[config.mk]
export PLATFORM = sky130hd
export DESIGN_NAME = uart_frame_rx
export DESIGN_NICKNAME = d
export VERILOG_FILES = /design/src/rtl/uart_frame_rx_pkg.sv /design/src/rtl/uart_rx_byte.sv /design/src/rtl/uart_frame_rx.sv
export SDC_FILE = /design/constraint.sdc
export NUM_CORES = 1
export LEC_CHECK = 0
export CAP_MARGIN = 30
export CORE_AREA = 2 2 128 130
export DETAILED_ROUTE_END_ITERATION = 10
export DIE_AREA = 0 0 130 132
export PLACE_DENSITY = 0.6
export SETUP_SLACK_MARGIN = 0.3
export SYNTH_ARGS = -nofsm -noshare
export SYNTH_HDL_FRONTEND = slang
export SYNTH_SLANG_ARGS = --single-unit
[constraint.sdc]
create_clock -name clk -period 3.23 [get_ports clk]
set_input_delay 0.646 -clock clk [delete_from_list [all_inputs] [get_ports clk]]
set_output_delay 0.646 -clock clk [all_outputs]
set_load 0.01 [all_outputs]
[src/rtl/uart_frame_rx_pkg.sv]
// Shared constants and state encodings for the UART frame receiver
// (byte receiver sub-module and frame parser).
package uart_frame_rx_pkg;

    localparam logic [7:0] HEADER = 8'hA5;
    localparam int         NUM_CH = 8;
    localparam int         ADDR_W = $clog2(NUM_CH);

    typedef enum logic [1:0] {
        IDLE,
        START,
        DATA,
        STOP
    } rx_state_t;

    typedef enum logic [1:0] {
        P_HEAD,
        P_ADDR,
        P_DATA,
        P_SUM
    } parser_state_t;

endpackage

[src/rtl/uart_rx_byte.sv]
// 8N1 UART byte receiver: 2-flop synchronizer, mid-bit sampling, one-cycle
// byte_valid / byte_ferr strobes at the stop-bit sample.
module uart_rx_byte
    import uart_frame_rx_pkg::*;
#(
    parameter int CLK_FRE   = 50,
    parameter int UART_RATE = 115200
) (
    input  logic       clk,
    input  logic       rst,
    input  logic       uart_rx,
    output logic [7:0] byte_data,
    output logic       byte_valid,
    output logic       byte_ferr
);

    localparam int BIT_CYC = CLK_FRE * 1000000 / UART_RATE;
    localparam int CNT_W   = $clog2(BIT_CYC + 1);
    localparam logic [CNT_W-1:0] BIT_LAST  = CNT_W'(BIT_CYC - 1);
    localparam logic [CNT_W-1:0] HALF_LAST = CNT_W'(BIT_CYC / 2 - 1);

    logic             rx_meta;
    logic             rx_sync;
    logic             rx_prev;
    logic             rx_fall;
    rx_state_t        state;
    rx_state_t        state_nxt;
    logic [CNT_W-1:0] cyc_cnt;
    logic [2:0]       bit_idx;
    logic             half_hit;
    logic             bit_hit;

    // Synchronizer and edge-detect flops idle high so reset never looks like a start bit.
    always_ff @(posedge clk or posedge rst) begin
        if (rst) begin
            rx_meta <= 1'b1;
            rx_sync <= 1'b1;
            rx_prev <= 1'b1;
        end else begin
            rx_meta <= uart_rx;
            rx_sync <= rx_meta;
            rx_prev <= rx_sync;
        end
    end

    assign rx_fall  = rx_prev & ~rx_sync;
    assign half_hit = (cyc_cnt == HALF_LAST);
    assign bit_hit  = (cyc_cnt == BIT_LAST);

    always_ff @(posedge clk or posedge rst) begin
        if (rst) begin
            state <= IDLE;
        end else begin
            state <= state_nxt;
        end
    end

    always_comb begin
        state_nxt = state;
        case (state)
            IDLE:  if (rx_fall) state_nxt = START;
            START: if (half_hit) state_nxt = rx_sync ? IDLE : DATA;
            DATA:  if (bit_hit && bit_idx == 3'd7) state_nxt = STOP;
            STOP:  if (bit_hit) state_nxt = IDLE;
            default: state_nxt = IDLE;
        endcase
    end

    always_comb begin
        byte_valid = 1'b0;
        byte_ferr  = 1'b0;
        if (state == STOP && bit_hit) begin
            byte_valid = rx_sync;
            byte_ferr  = ~rx_sync;
        end
    end

    // Cycle counter restarts on every state change and at each data-bit sample.
    always_ff @(posedge clk or posedge rst) begin
        if (rst) begin
            cyc_cnt <= '0;
            bit_idx <= '0;
        end else begin
            if (state != state_nxt || (state == DATA && bit_hit)) begin
                cyc_cnt <= '0;
            end else if (state != IDLE) begin
                cyc_cnt <= cyc_cnt + 1'b1;
            end
            if (state == IDLE) begin
                bit_idx <= '0;
            end else if (state == DATA && bit_hit) begin
                bit_idx <= bit_idx + 1'b1;
            end
        end
    end

    always_ff @(posedge clk) begin
        if (state == DATA && bit_hit) begin
            byte_data <= {rx_sync, byte_data[7:1]};
        end
    end

endmodule

[src/rtl/uart_frame_rx.sv]
// UART frame receiver: parses A5/addr/data/sum frames into eight DAC channel
// registers. Define FRAME_TIMEOUT_EN to abort stalled partial frames.
module uart_frame_rx
    import uart_frame_rx_pkg::*;
#(
    parameter int CLK_FRE      = 50,
    parameter int UART_RATE    = 115200,
    parameter int TIMEOUT_BITS = 20
) (
    input  logic            clk,
    input  logic            rst,
    input  logic            uart_rx,
    output logic [7:0][7:0] dac_data,
    output logic            frame_valid,
    output logic            frame_err
);

    localparam logic [7:0] CH_LIMIT = 8'(NUM_CH);

    logic [7:0]        byte_data;
    logic              byte_valid;
    logic              byte_ferr;
    parser_state_t     pstate;
    parser_state_t     pstate_nxt;
    logic [ADDR_W-1:0] addr_r;
    logic [7:0]        data_r;
    logic [7:0]        sum_calc;
    logic              ok_p0;
    logic              bad_p0;
    logic              tmo_hit;

    uart_rx_byte #(
        .CLK_FRE   (CLK_FRE),
        .UART_RATE (UART_RATE)
    ) u_rx (
        .clk        (clk),
        .rst        (rst),
        .uart_rx    (uart_rx),
        .byte_data  (byte_data),
        .byte_valid (byte_valid),
        .byte_ferr  (byte_ferr)
    );

`ifdef FRAME_TIMEOUT_EN
    localparam int BIT_CYC = CLK_FRE * 1000000 / UART_RATE;
    localparam int TMO_CYC = TIMEOUT_BITS * BIT_CYC;
    localparam int TMO_W   = $clog2(TMO_CYC + 1);
    localparam logic [TMO_W-1:0] TMO_LAST = TMO_W'(TMO_CYC - 1);

    logic [TMO_W-1:0] tmo_cnt;

    always_ff @(posedge clk or posedge rst) begin
        if (rst) begin
            tmo_cnt <= '0;
        end else if (pstate == P_HEAD || byte_valid) begin
            tmo_cnt <= '0;
        end else if (tmo_cnt != TMO_LAST) begin
            tmo_cnt <= tmo_cnt + 1'b1;
        end
    end

    // A byte event in the expiry cycle wins so the two pulses never coincide.
    assign tmo_hit = (pstate != P_HEAD) && (tmo_cnt == TMO_LAST) && !byte_valid && !byte_ferr;
`else
    assign tmo_hit = 1'b0;
`endif

    assign sum_calc = HEADER + 8'(addr_r) + data_r;

    always_ff @(posedge clk or posedge rst) begin
        if (rst) begin
            pstate <= P_HEAD;
        end else begin
            pstate <= pstate_nxt;
        end
    end

    always_comb begin
        ok_p0  = 1'b0;
        bad_p0 = 1'b0;
        case (pstate)
            P_HEAD: ;
            P_ADDR: bad_p0 = byte_ferr || (byte_valid && byte_data >= CH_LIMIT);
            P_DATA: bad_p0 = byte_ferr;
            P_SUM: begin
                if (byte_ferr) begin
                    bad_p0 = 1'b1;
                end else if (byte_valid) begin
                    ok_p0  = (byte_data == sum_calc);
                    bad_p0 = (byte_data != sum_calc);
                end
            end
            default: ;
        endcase
        if (tmo_hit) begin
            bad_p0 = 1'b1;
        end
    end

    always_comb begin
        pstate_nxt = pstate;
        if (ok_p0 || bad_p0) begin
            pstate_nxt = P_HEAD;
        end else if (byte_valid) begin
            case (pstate)
                P_HEAD:  if (byte_data == HEADER) pstate_nxt = P_ADDR;
                P_ADDR:  pstate_nxt = P_DATA;
                P_DATA:  pstate_nxt = P_SUM;
                default: pstate_nxt = P_HEAD;
            endcase
        end
    end

    always_ff @(posedge clk) begin
        if (byte_valid && pstate == P_ADDR) begin
            addr_r <= byte_data[ADDR_W-1:0];
        end
        if (byte_valid && pstate == P_DATA) begin
            data_r <= byte_data;
        end
    end

    // p0 -> output: the channel write and both pulses land one cycle after the sum byte.
    always_ff @(posedge clk or posedge rst) begin
        if (rst) begin
            dac_data    <= '0;
            frame_valid <= 1'b0;
            frame_err   <= 1'b0;
        end else begin
            if (ok_p0) begin
                dac_data[addr_r] <= data_r;
            end
            frame_valid <= ok_p0;
            frame_err   <= bad_p0;
        end
    end

endmodule

Word-level counts from Yosys, hierarchy flattened. Cells that the tools add are included.

Flip-flop bits (word level): 104. Latch bits: 0. Bits in writable memories: 0. ROM bits: 0. Output and inout port bits: 66. Word-level logic and storage cells: 85. Memories: 0.

$add $sub $neg: 4. $mul: 0. Div/mod/pow operators: 0. Magnitude comparators: 3. Eq/ne operators: 14. Shift-type cells: 0. Muxes and demuxes: 25. Bitwise logic cells: 2. Reduce and logical (&&, ||, !) cells: 17.

Operators with widths (count): 64-bit bitwise mux (1); 8-bit demux with 3-bit select (1); 9-bit two-way mux (2); 2-bit two-way mux (8); 9-bit by 1-bit adder with 9-bit output (second input constant) (1); 9-bit by 8-bit equality test with 1-bit output (second input constant) (1); 9-bit equality test (second input constant) (1); 8-bit by 3-bit adder with 8-bit output (first input constant) (1); 8-bit adder (1); 2-bit equality test (second input constant) (4); 8-bit equality test (1); 8-bit equality test (second input constant) (1); 8-bit by 4-bit >= comparator with 1-bit output (second input constant) (1); 8-bit two-way mux (1); 8-bit != test (1); 2-bit one-hot mux with 4 select lines (1); 2-bit nonzero test (4); 1-bit logical AND (7); 1-bit two-way mux (7); 3-bit two-way mux (2); 2-bit one-hot mux with 3 select lines (1); 2-bit by 1-bit equality test with 1-bit output (second input constant) (2); 2-bit logical NOT (2); 3-bit by 4-bit less-than comparator with 1-bit output (second input constant) (1); 10 further kinds (12).

Depth between registers and ports, before layout.
Depth in word-level cells: 9. Depth in mapped cells: 12.

Cells and area by module. From an unflattened synthesis, not the netlist that was laid out.

Cells, all modules: 352. Area, all modules: 4802.1 um^2.

By module, submodules not included: uart_frame_rx (times used 1, cells an instance 252, area an instance 3598.5 um^2); uart_rx_byte (times used 1, cells an instance 100, area an instance 1203.7 um^2).

Worst setup path after synthesis. No wires, ideal clock.

Kind: flip-flop to flip-flop. Start point: register addr_r[2]. End point: register dac_data[40] in the netlist's numbering. Library setup time: 0.125 ns. Arrival time: 3.081 ns. Required time: 3.105 ns. Slack: 0.024 ns. Stages on the path, launching flop included: 12. Buffers on the path: 1. Clock period less this slack: 3.206 ns. Path through: edfxtp_1 > inv_1 > ha_1 > inv_1 > fa_1 > a21oi_1 > o32ai_1 > nor4b_2 > o211ai_1 > buf_4 > nor4_4 > mux2_2.

Longest elaborated chain between the ends: 6. Elaborated cells on any way between the ends: 12. Those cells by class: add/sub: 2; order compare: 2; eq/ne: 1; mux: 6; reduce/logical: 1.

Ends and longest elaborated chain: start, declared (line uart_frame_rx.sv:25) `logic [ADDR_W-1:0] addr_r;`; start signal, assigned (line uart_frame_rx.sv:116) `addr_r <= byte_data[ADDR_W-1:0];`; 8-bit by 3-bit adder with 8-bit output (line uart_frame_rx.sv:68) `assign sum_calc = HEADER + 8'(addr_r) + data_r;`; 8-bit adder (line uart_frame_rx.sv:68); 8-bit equality test (line uart_frame_rx.sv:89) `ok_p0 = (byte_data == sum_calc);`; 1-bit two-way mux (line uart_frame_rx.sv:88) `end else if (byte_valid) begin`; 1-bit two-way mux (line uart_frame_rx.sv:86) `if (byte_ferr) begin`; 1-bit two-way mux (line uart_frame_rx.sv:81) `case (pstate)`; end signal, assigned by index (line uart_frame_rx.sv:131) `dac_data[addr_r] <= data_r;`; end, declared (line uart_frame_rx.sv:13) `output logic [7:0][7:0] dac_data,`.

Parallel ways exist; a longest one is shown, timed or not. A chain may end at the register's enable or synchronous reset.

Worst setup path after layout.
Start point: register addr_r[1]. End point: register dac_data[40] in the netlist's numbering.

The elaborated chain is that of the path after synthesis.

==> results.py <==
metrics = {
    "outcome": {
        "run_status": "finished, final reports clean",
    },
    "global_routing": {
        "overflow": 0,
        "grt_util_all_layers_pct": 12.96,
        "grt.met2_usage_pct": 21.29,
        "grtUsageMet3_pct": 4.383,
        "gr-max-usage-layer": "met2",
        "global_route_wire_length_before_repair_um": 16990,
        "met1_usage_pct": 16.20,
        "grt_start_max_net_pins": 86,
        "grt_pass1_vias": 3169,
        "grt_antenna_before_repair": 0,
    },
    "synth": {
        "synth_most_common_cell": "sky130_fd_sc_hd__dfrtp_1",
        "synth_edf_count": 19,
        "ys_seq_elements": 104,
        "syn-cell-area_sq_um": 4644,
        "yosysWarningCount": 0,
        "netlist.top_cell.by_area": "sky130_fd_sc_hd__dfrtp_1",
        "synth_top_area_share_pct": 44.18,
        "postSynth.topFlopCell": "sky130_fd_sc_hd__dfrtp_1",
        "post_synth_most_frequent_cells": "sky130_fd_sc_hd__dfrtp_1, sky130_fd_sc_hd__mux2_2, sky130_fd_sc_hd__nor2_1, sky130_fd_sc_hd__edfxtp_1, sky130_fd_sc_hd__ha_1",
        "syn-mean-instance-area_sq_um": 13.91,
        "synth.lib_cells_used.distinct": 47,
        "synth_top_cells_by_area": "sky130_fd_sc_hd__dfrtp_1, sky130_fd_sc_hd__mux2_2, sky130_fd_sc_hd__edfxtp_1",
        "synth_sequential_area_ratio_pct": 58.16,
        "syn_nets": 356,
        "async_flop_share_pct": 81.73,
        "synthesis.instances": 334,
    },
    "power_and_ir_drop": {
        "intPower_w": 0.002207,
        "fin_total_pwr_w": 0.002833,
        "combPwrFrac_pct": 5.8,
        "switch_share_pct": 22.09,
        "share_seq_of_total_power_pct": 50.9,
        "power_density_nw_per_um2": 456.9,
        "vdd_ir_drop_max_mv": 0.2616,
        "power_leakage_nw": 2.757,
        "clock_power_share_pct": 43.3,
        "net-switching-power_w": 0.0006259,
    },
    "floorplanning": {
        "dieWidth_um": 130,
        "core_area_sq_um": 15710,
        "floorplan.initialDensity_pct": 29.56,
        "row_count": 46,
        "dieHeight_um": 132,
        "die_area_sq_um": 17160,
        "io-pin-count": 69,
    },
    "setup_path": {
        "cp_max_fo": 9,
        "cp_slowest_cell": "sky130_fd_sc_hd__fa_1",
        "cp-end-kind": "flop",
        "critPathRequiredTime_ns": 3.46,
        "worst_path_largest_cell_delay_ns": 0.53,
        "crit_path_kind": "reg -> reg",
        "cells_traversed_along_the_worst_timing_path": "ha_1, ha_2, fa_1, xnor2_2, nand3_1, a311oi_2, o211ai_1, buf_12, nor4_4, buf_6, mux2_2",
        "arrival_time_worst_endpoint_ns": 3.44,
        "startpoint_type": "flop",
    },
    "sta": {
        "slew_viol_final": 0,
        "final.period_utilization_pct": 99.24,
        "finalHoldViolCount": 0,
        "worst_clock_skew_on_the_final_layout_ns": 0.006234,
        "worst_pin_slew_ns": 0.5341,
        "grt_setup_unrepaired": "yes",
        "setup_viol": 0,
        "final_period_minus_worst_setup_slack_ns": 3.205,
        "max-slew-margin-rel_pct": 64.39,
        "maxClockFrequency_mhz": 312.0,
    },
    "routing": {
        "num_vias": 2969,
        "routedWlPerCell_um": 15.91,
        "initialDrtViolationCount": 126,
        "vias_per_cell": 4.582,
        "drtAntennaViolNets": 0,
        "drc": 0,
        "routed_wl_um": 10310,
        "drt_first_pass_iters": 4,
    },
    "placement": {
        "detailedPlacementHpwl_um": 7268,
        "gp_routability_congestion": 0.8204,
        "place.port_buffers": 68,
    },
    "clock_tree": {
        "buffer_levels_on_the_longest_clock_path": 2,
        "cts_buffers": 9,
        "clock-root-buffer": "sky130_fd_sc_hd__clkbuf_16",
        "insertion_delay_ns": 0.35,
        "clock_tree_from_tritoncts": "built",
        "cts_htree_levels": 3,
        "worst_setup_hold_path_clk_slew_ns": 0.07,
        "cts_sinks": 104,
        "postCtsHoldBufs": 0,
    },
    "hold_path": {
        "worst_hold_path_type": "reg -> reg",
    },
    "finish": {
        "synthToLayoutAreaGrowth_pct": 33.51,
        "post-route-util_pct": 39.46,
        "final_nets": 449,
        "post_route_cells_drive_above_1_share_pct": 29.40,
        "insertedDiodeCount": 0,
    },
    "run": {
        "maxCapViolations": 0,
    },
}
[layer usage]
layer  vias up  routed length [um]
li1       1372                   -
met1      1510                4543
met2        74                5032
met3        13                 592
met4         0                 140
met5         -                   0
[per-stage QoR]
step / setup TNS (ns) / setup slack (ns) / area (sq um) / hold WS, ns / cells
floorplan: 0 / 0.08319 / 4705 / 0.3452 / 334
global placement: 0 / 0.06257 / 5772 / 0.3483 / 627
detailed placement: -1.190 / -0.1001 / 5772 / 0.3493 / 627
CTS: 0 / 0.01344 / 6177 / 0.3593 / 647
global route: -4.426 / -0.1451 / 6201 / 0.3610 / 648
finish: 0 / 0.02470 / 6201 / 0.3579 / 648
[layout make-up]
class                           instances  area (sq um)
Fill cell                            1497          9512
Sequential cell                       104          2701
Multi-Input combinational cell        204          1922
Timing Repair Buffer                   91         904.6
Tap cell                              216         270.3
Clock buffer                           10         229.0
Clock inverter                          6         108.9
Inverter                               17         65.06
[worst paths after layout]
kind                               from            to  slack, ns  depth (start not counted)
max                           addr_r[1]  dac_data[40]       0.02                         11
min                        u_rx.rx_meta  u_rx.rx_sync       0.36                          0
max reg2reg                   addr_r[1]  dac_data[40]       0.02                         11
min reg2reg                u_rx.rx_meta  u_rx.rx_sync       0.36                          0
max in group asynchronous           rst  u_rx.rx_sync       2.17                          3
min in group asynchronous           rst   dac_data[7]       0.71                          3
[power by group through the flow]
stage | Sequential, W | Combinational (W) | Clock (W)
final | 0.00144 | 0.000165 | 0.00123
after global routing | 0.00145 | 0.000201 | 0.00132
after CTS | 0.00144 | 0.000168 | 0.00127
after detailed placement | 0.00147 | 0.000167 | 0
after global placement | 0.00146 | 0.000163 | 0
after floorplan | 0.00145 | 0.000136 | 0
[timing repair]
action | in CTS | in global routing
gates cloned | 0 | 0
setup endpoints to repair | 64 | 68
gates resized for setup | 9 | 4
pin swaps | 2 | 2
buffers inserted | 4 | 1
[logic make-up after synthesis]
kind of cell / synth area share [%]
flip-flops: 58.16
AND/OR/NAND/NOR: 10.45
multiplexers: 16.86
buffers and inverters: 2.263
AO/OA/AOI/OAI: 3.772
adder cells (fa/ha/maj): 5.280
XOR/XNOR: 3.206
[layout by cell type (no fill, tap or decap), drive strengths merged, types with 2 or more instances in the layout]
cell,Yosys,final
a21oi,6,6
clkbuf,4,10
nor4,6,6
nand4,6,6
nor2,21,21
a22o,5,5
nand2,14,14
nor3,8,8
xor2,5,5
buf,5,23
xnor2,12,12
mux2i,4,4
and3,4,4
nand3,4,4
ha,18,18
a21boi,3,3
o21ai,2,2
nand2b,3,3
inv,17,16
bufinv,0,3
edfxtp,19,19
mux2,66,66
dfrtp,82,82
clkdlybuf4s50,0,68
clkinv,0,4
dfstp,3,3
[state kept, by name (all words and copies together), names as in the netlist]
name and count:
u_rx.state 2, u_rx.byte_data 8, pstate 2, dac_data 64
u_rx.cyc_cnt 9, u_rx.rx_sync 1, u_rx.rx_meta 1, addr_r 3
frame_valid 1, u_rx.bit_idx 3, frame_err 1, data_r 8
u_rx.rx_prev 1
[worst max-delay path, delay by kind of cell (launching register included)]
kind / cells / cell delay [ns]
AOI/OAI and AO/OA: 2 / 0.43
xor gates and xnor gates: 1 / 0.13
adders and majority gates: 3 / 1.06
buffers and inverters: 2 / 0.37
DFF: 1 / 0.40
muxes: 1 / 0.34
and+or+nand+nor: 2 / 0.36
Power figures use the tool's default switching activity.
